### config.mk
export PLATFORM = sky130hd
export DESIGN_NAME = qeciphy_tx_framer
export DESIGN_NICKNAME = d
export VERILOG_FILES = /design/src/rtl/qeciphy_tx_framer.sv
export SDC_FILE = /design/constraint.sdc
export NUM_CORES = 1
export LEC_CHECK = 0
export BUFFER_PORTS_ARGS = -buffer_cell sky130_fd_sc_hd__buf_4
export CORE_MARGIN = 8
export CORE_UTILIZATION = 43
export CTS_CLUSTER_SIZE = 25
export DETAILED_ROUTE_END_ITERATION = 10
export HOLD_SLACK_MARGIN = 0.15
export PLACE_DENSITY = 0.84
export SYNTH_ARGS = -nofsm -noshare
export SYNTH_HDL_FRONTEND = slang
export SYNTH_SLANG_ARGS = --single-unit
export TNS_END_PERCENT = 50
### constraint.sdc
create_clock -name clk_i -period 3 [get_ports clk_i]
set_clock_uncertainty 0.05 [all_clocks]
set_input_delay 0.45 -clock clk_i [delete_from_list [all_inputs] [get_ports clk_i]]
set_output_delay 0.45 -clock clk_i [all_outputs]
set_load 0.005 [all_outputs]
### src/rtl/qeciphy_tx_framer.sv
// QECIPHY TX framer: slots payload beats into fixed frames led by an alignment word, idle-filling empty slots.
// Optional statistics counters are built when QECIPHY_TX_FRAMER_STATS_EN is defined.
module qeciphy_tx_framer #(
    parameter int unsigned PERIOD     = 64,
    parameter logic [63:0] ALIGN_WORD = 64'h0000_00BC_0000_00BC,
    parameter logic [63:0] IDLE_WORD  = 64'h0
) (
    input  logic        clk_i,
    input  logic        rst_n_i,
    input  logic        enable_i,
    input  logic [63:0] s_tdata_i,
    input  logic        s_tvalid_i,
    output logic        s_tready_o,
    output logic [63:0] tdata_o,
    output logic        is_align_o,
    output logic        is_data_o,
    output logic [15:0] align_cnt_o,
    output logic [15:0] idle_cnt_o
);

    localparam int unsigned DATA_W = 64;
    localparam int unsigned CNT_W  = 16;
    localparam int unsigned SLOT_W = (PERIOD > 2) ? $clog2(PERIOD) : 1;
    localparam logic [SLOT_W-1:0] SLOT_LAST = SLOT_W'(PERIOD - 1);

    typedef enum logic {
        ST_DISABLED = 1'b0,
        ST_RUN      = 1'b1
    } state_e;

    state_e              state_q, state_d;
    logic [SLOT_W-1:0]   slot_q, slot_d;
    logic [DATA_W-1:0]   tdata_q, tdata_d;
    logic                is_align_q, is_align_d;
    logic                is_data_q, is_data_d;
    logic                slot_zero;
    logic                accept;

    assign slot_zero  = (slot_q == '0);
    // Slot 0 always carries the alignment word, so no beat can be taken there.
    assign s_tready_o = enable_i && (state_q == ST_RUN) && !slot_zero;
    assign accept     = s_tready_o && s_tvalid_i;

    always_ff @(posedge clk_i) begin
        if (!rst_n_i) begin
            state_q    <= ST_DISABLED;
            slot_q     <= '0;
            tdata_q    <= IDLE_WORD;
            is_align_q <= 1'b0;
            is_data_q  <= 1'b0;
        end else begin
            state_q    <= state_d;
            slot_q     <= slot_d;
            tdata_q    <= tdata_d;
            is_align_q <= is_align_d;
            is_data_q  <= is_data_d;
        end
    end

    always_comb begin
        state_d    = ST_DISABLED;
        slot_d     = '0;
        tdata_d    = IDLE_WORD;
        is_align_d = 1'b0;
        is_data_d  = 1'b0;
        if (enable_i) begin
            state_d = ST_RUN;
            slot_d  = (slot_q == SLOT_LAST) ? '0 : slot_q + SLOT_W'(1);
            if (slot_zero) begin
                tdata_d    = ALIGN_WORD;
                is_align_d = 1'b1;
            end else if (accept) begin
                tdata_d   = s_tdata_i;
                is_data_d = 1'b1;
            end
        end
    end

    assign tdata_o    = tdata_q;
    assign is_align_o = is_align_q;
    assign is_data_o  = is_data_q;

`ifdef QECIPHY_TX_FRAMER_STATS_EN
    logic [CNT_W-1:0] align_cnt_q, align_cnt_d;
    logic [CNT_W-1:0] idle_cnt_q, idle_cnt_d;

    // Counters wrap naturally and only clear on reset.
    always_comb begin
        align_cnt_d = align_cnt_q;
        idle_cnt_d  = idle_cnt_q;
        if (enable_i && slot_zero) begin
            align_cnt_d = align_cnt_q + CNT_W'(1);
        end
        if (enable_i && !slot_zero && !accept) begin
            idle_cnt_d = idle_cnt_q + CNT_W'(1);
        end
    end

    always_ff @(posedge clk_i) begin
        if (!rst_n_i) begin
            align_cnt_q <= '0;
            idle_cnt_q  <= '0;
        end else begin
            align_cnt_q <= align_cnt_d;
            idle_cnt_q  <= idle_cnt_d;
        end
    end

    assign align_cnt_o = align_cnt_q;
    assign idle_cnt_o  = idle_cnt_q;
`else
    assign align_cnt_o = CNT_W'(0);
    assign idle_cnt_o  = CNT_W'(0);
`endif

endmodule

==> results.ini <==
[synth]
largest_family_of_logic_cells_by_synthesized_area = simple AND/OR/NAND/NOR gates
synth_top_cell_area_share_pct = 61.8
synth_fa_ha_area_share_pct = 1.06
synthXorXnorAreaFrac_pct = 1.11
syn-cell-area_mm2 = 0.00236
synth-compound-area-share_pct = 3.81
synth.top_cells.by_area = sky130_fd_sc_hd__dfxtp_1 (62%), sky130_fd_sc_hd__and2_1 (15%), sky130_fd_sc_hd__buf_4 (10%)
syn_inst = 219
yosys.area.top_type = sky130_fd_sc_hd__dfxtp_1
avgSynthCellArea_um2 = 10.8
synth_seq_area_share_pct = 61.8
synth_warnings = 0
synth.lib_cells_used.distinct = 18
synthesized_flop_and_latch_total = 73
yosys.area_share.simple_pct = 19.6
synthMuxAreaShare_pct = 0

[placement]
place_ws_ps = 1420
place.detailed.hpwl_um = 4960
number_of_input_and_output_port_buffers_inserted = 134
finalWeightedCongestion = 0.755
placed_cell_area_mm2 = 0.00331
place_inst = 417

[critical_path]
crit_path_max_fanout = 4
regToRegStartpoint = slot_q[0]$_SDFF_PP0_
setup.worst_path.start_class = flop
worstRegToRegCells = 5
crit_path_max_incr_delay_ps = 400
worstPathCellList = nor4_4 -> a21oi_1 -> buf_4
worst_ep_required_time_ps = 2500
rr_endpoint = tdata_o[25]$_SDFF_PP0_
cp_slowest_cell = sky130_fd_sc_hd__nor4_4
critPathArrivalTime_ps = 1390
timing_worst_setup_path_type = reg2out
worst_setup_path_end_kind = output port
r2r_slack_ps = 1430

[global_routing]
wire_length_of_the_first_global_routing_pass_um = 9670
first_global_vias = 1855
total_congestion_overflow = 0
track_usage_pct = 14.9
antenna_violations_before_repair = 0
largest_net_degree_at_the_start_of_global_routing = 56

[clock_network]
clock-sinks = 73
cts.htree.levels = 3
numCtsBuffers = 9
clkLatencyLatePin_ps = 330
cts_tree = built
cts.hold.buffers_added = 0
clock_path_buffers = 2
post_cts_clock_slew_at_the_launch_and_capture_registers_of_the_worst_setup_and_hold_paths_ps = 80
post-cts-setup-buffer-count = 0
cell_at_the_root_of_the_clock_tree = sky130_fd_sc_hd__clkbuf_8
gates_resized_cts_repair = 0

[worst_hold_path]
hold-path-cell-count = 2
min_delay_worst_endpoint = tdata_o[56]$_SDFF_PP0_
timing.hold.worst.class = in2reg
min-delay-start = s_tdata_i[56]

[die]
start_util_pct = 43.8
die_width_um = 90.2
boundaryPins = 167
dieArea_mm2 = 0.00813
row_count = 27
design.core.area_mm2 = 0.00541
die_height_um = 90.2

[power]
power_density_mw_per_mm2 = 553
leakagePower_nw = 1.76
vdd_drop_max_v = 0.000339
fin_total_pwr_mw = 1.95

[drt]
totalWireLength_um = 6240
drt.antenna.violating_nets = 0
vias_per_std_cell = 4.12
route.detailed.wl_per_inst_um = 14.4
first_iter_violations = 41
detail_route.drc_violations = 0
route.vias.total = 1784
drtPass1Iterations = 4

[timing]
setup_slack_ps = 1110
grt_setup_unrepaired = false
setup_tns_final_ps = 0
setup_viol = 0
maxSlewViolCount = 0
max_freq_mhz = 530
hold_viol_final = 0
layout_min_cycle_time_ps = 1890
fin_crit_sh_pct = 62.9

[finish]
finish.cell_count_without_fillers = 433
layout.cells.most_common = sky130_fd_sc_hd__buf_4
fill_cells = 454
layout_common_cells = sky130_fd_sc_hd__buf_4 (135), sky130_fd_sc_hd__dfxtp_1 (73), sky130_fd_sc_hd__and2_1 (55)
area_delta_synth_final_pct = 49.4
ratio_of_cells_with_drive_above_1_in_the_final_layout_pct = 42.4
final_net_count = 426
stdcell_area_mm2 = 0.00353
n_antenna_cell = 0

[run_status]
outcome = finished clean

[flow_run]
cap_viol_max_count = 0

cell families (layout without fill, tap and decap cells):
family / count (synthesis) / count (layout)
compound gates: 15 / 15
fa+ha+maj: 2 / 2
buf+inv: 44 / 155
other cells: 1 / 32
xor+xnor: 3 / 3
flops: 73 / 73
simple gates: 81 / 81
state kept, by name, indices dropped and copies added, names as in the netlist:
register    flops
is_align_o      1
tdata_o        64
slot_q          6
is_data_o       1
state_q         1
synthesized netlist by cell type, drive strengths merged:
| cell type | number |
|---|---|
| ha | 2 |
| nor2 | 6 |
| nand3 | 2 |
| xnor2 | 1 |
| inv | 4 |
| o21ai | 2 |
| dfxtp | 73 |
| and2 | 55 |
| nand2 | 16 |
| nor4 | 1 |
| a211oi | 1 |
| buf | 33 |
| clkbuf | 7 |
| conb | 1 |
| a21oi | 12 |
| xor2 | 2 |
| or3 | 1 |
layer usage:
layer	vias up	global-route usage, %	wire (um)
met3	11	5.99	593
li1	879	-	-
met1	779	16.0	2520
met4	0	5.96	86
met5	-	0	0
met2	115	25.7	3030
cell type report:
class                           count  area (um2)  area share, %
Clock buffer                       10         138           3.90
Clock inverter                      6        90.1           2.55
Inverter                            4        15.0          0.425
Multi-Input combinational cell    133         726           20.5
Sequential cell                    73        1460           41.4
Tap cell                           72        90.1           2.55
Timing Repair Buffer              135        1010           28.7
metrics by stage:
stage	hold WS, ps	utilization, %
finish	265	65.4
global route	245	65.4
CTS	248	65.4
detailed placement	414	61.2
global placement	396	61.2
floorplan	380	-
worst max path at each step:
stage                              start                endpoint  cells past startpoint
CTS                 slot_q[5]$_SDFF_PP0_              s_tready_o                      3
global placement                enable_i  tdata_o[60]$_SDFF_PP0_                      5
finish              slot_q[5]$_SDFF_PP0_              s_tready_o                      3
detailed placement  slot_q[0]$_SDFF_PP0_  tdata_o[47]$_SDFF_PP0_                      5
global route        slot_q[5]$_SDFF_PP0_              s_tready_o                      3
floorplan           slot_q[0]$_SDFF_PP0_   tdata_o[0]$_SDFF_PP0_                      5
power breakdown:
part / switching [mW] / leakage, nW / internal (mW)
clock network: 0.352 / 0.113 / 0.494
logic: 0.0448 / 1.06 / 0.0759
registers: 0.00477 / 0.591 / 0.982
total: 0.402 / 1.76 / 1.55
worst max-delay path, delay by kind of cell, from the launching register on:
kind | cells | cell delay (ps)
buf+inv | 1 | 150
compound gates | 1 | 140
flops | 1 | 370
simple gates | 1 | 400
No activity file was read; power rests on OpenSTA's default activity.
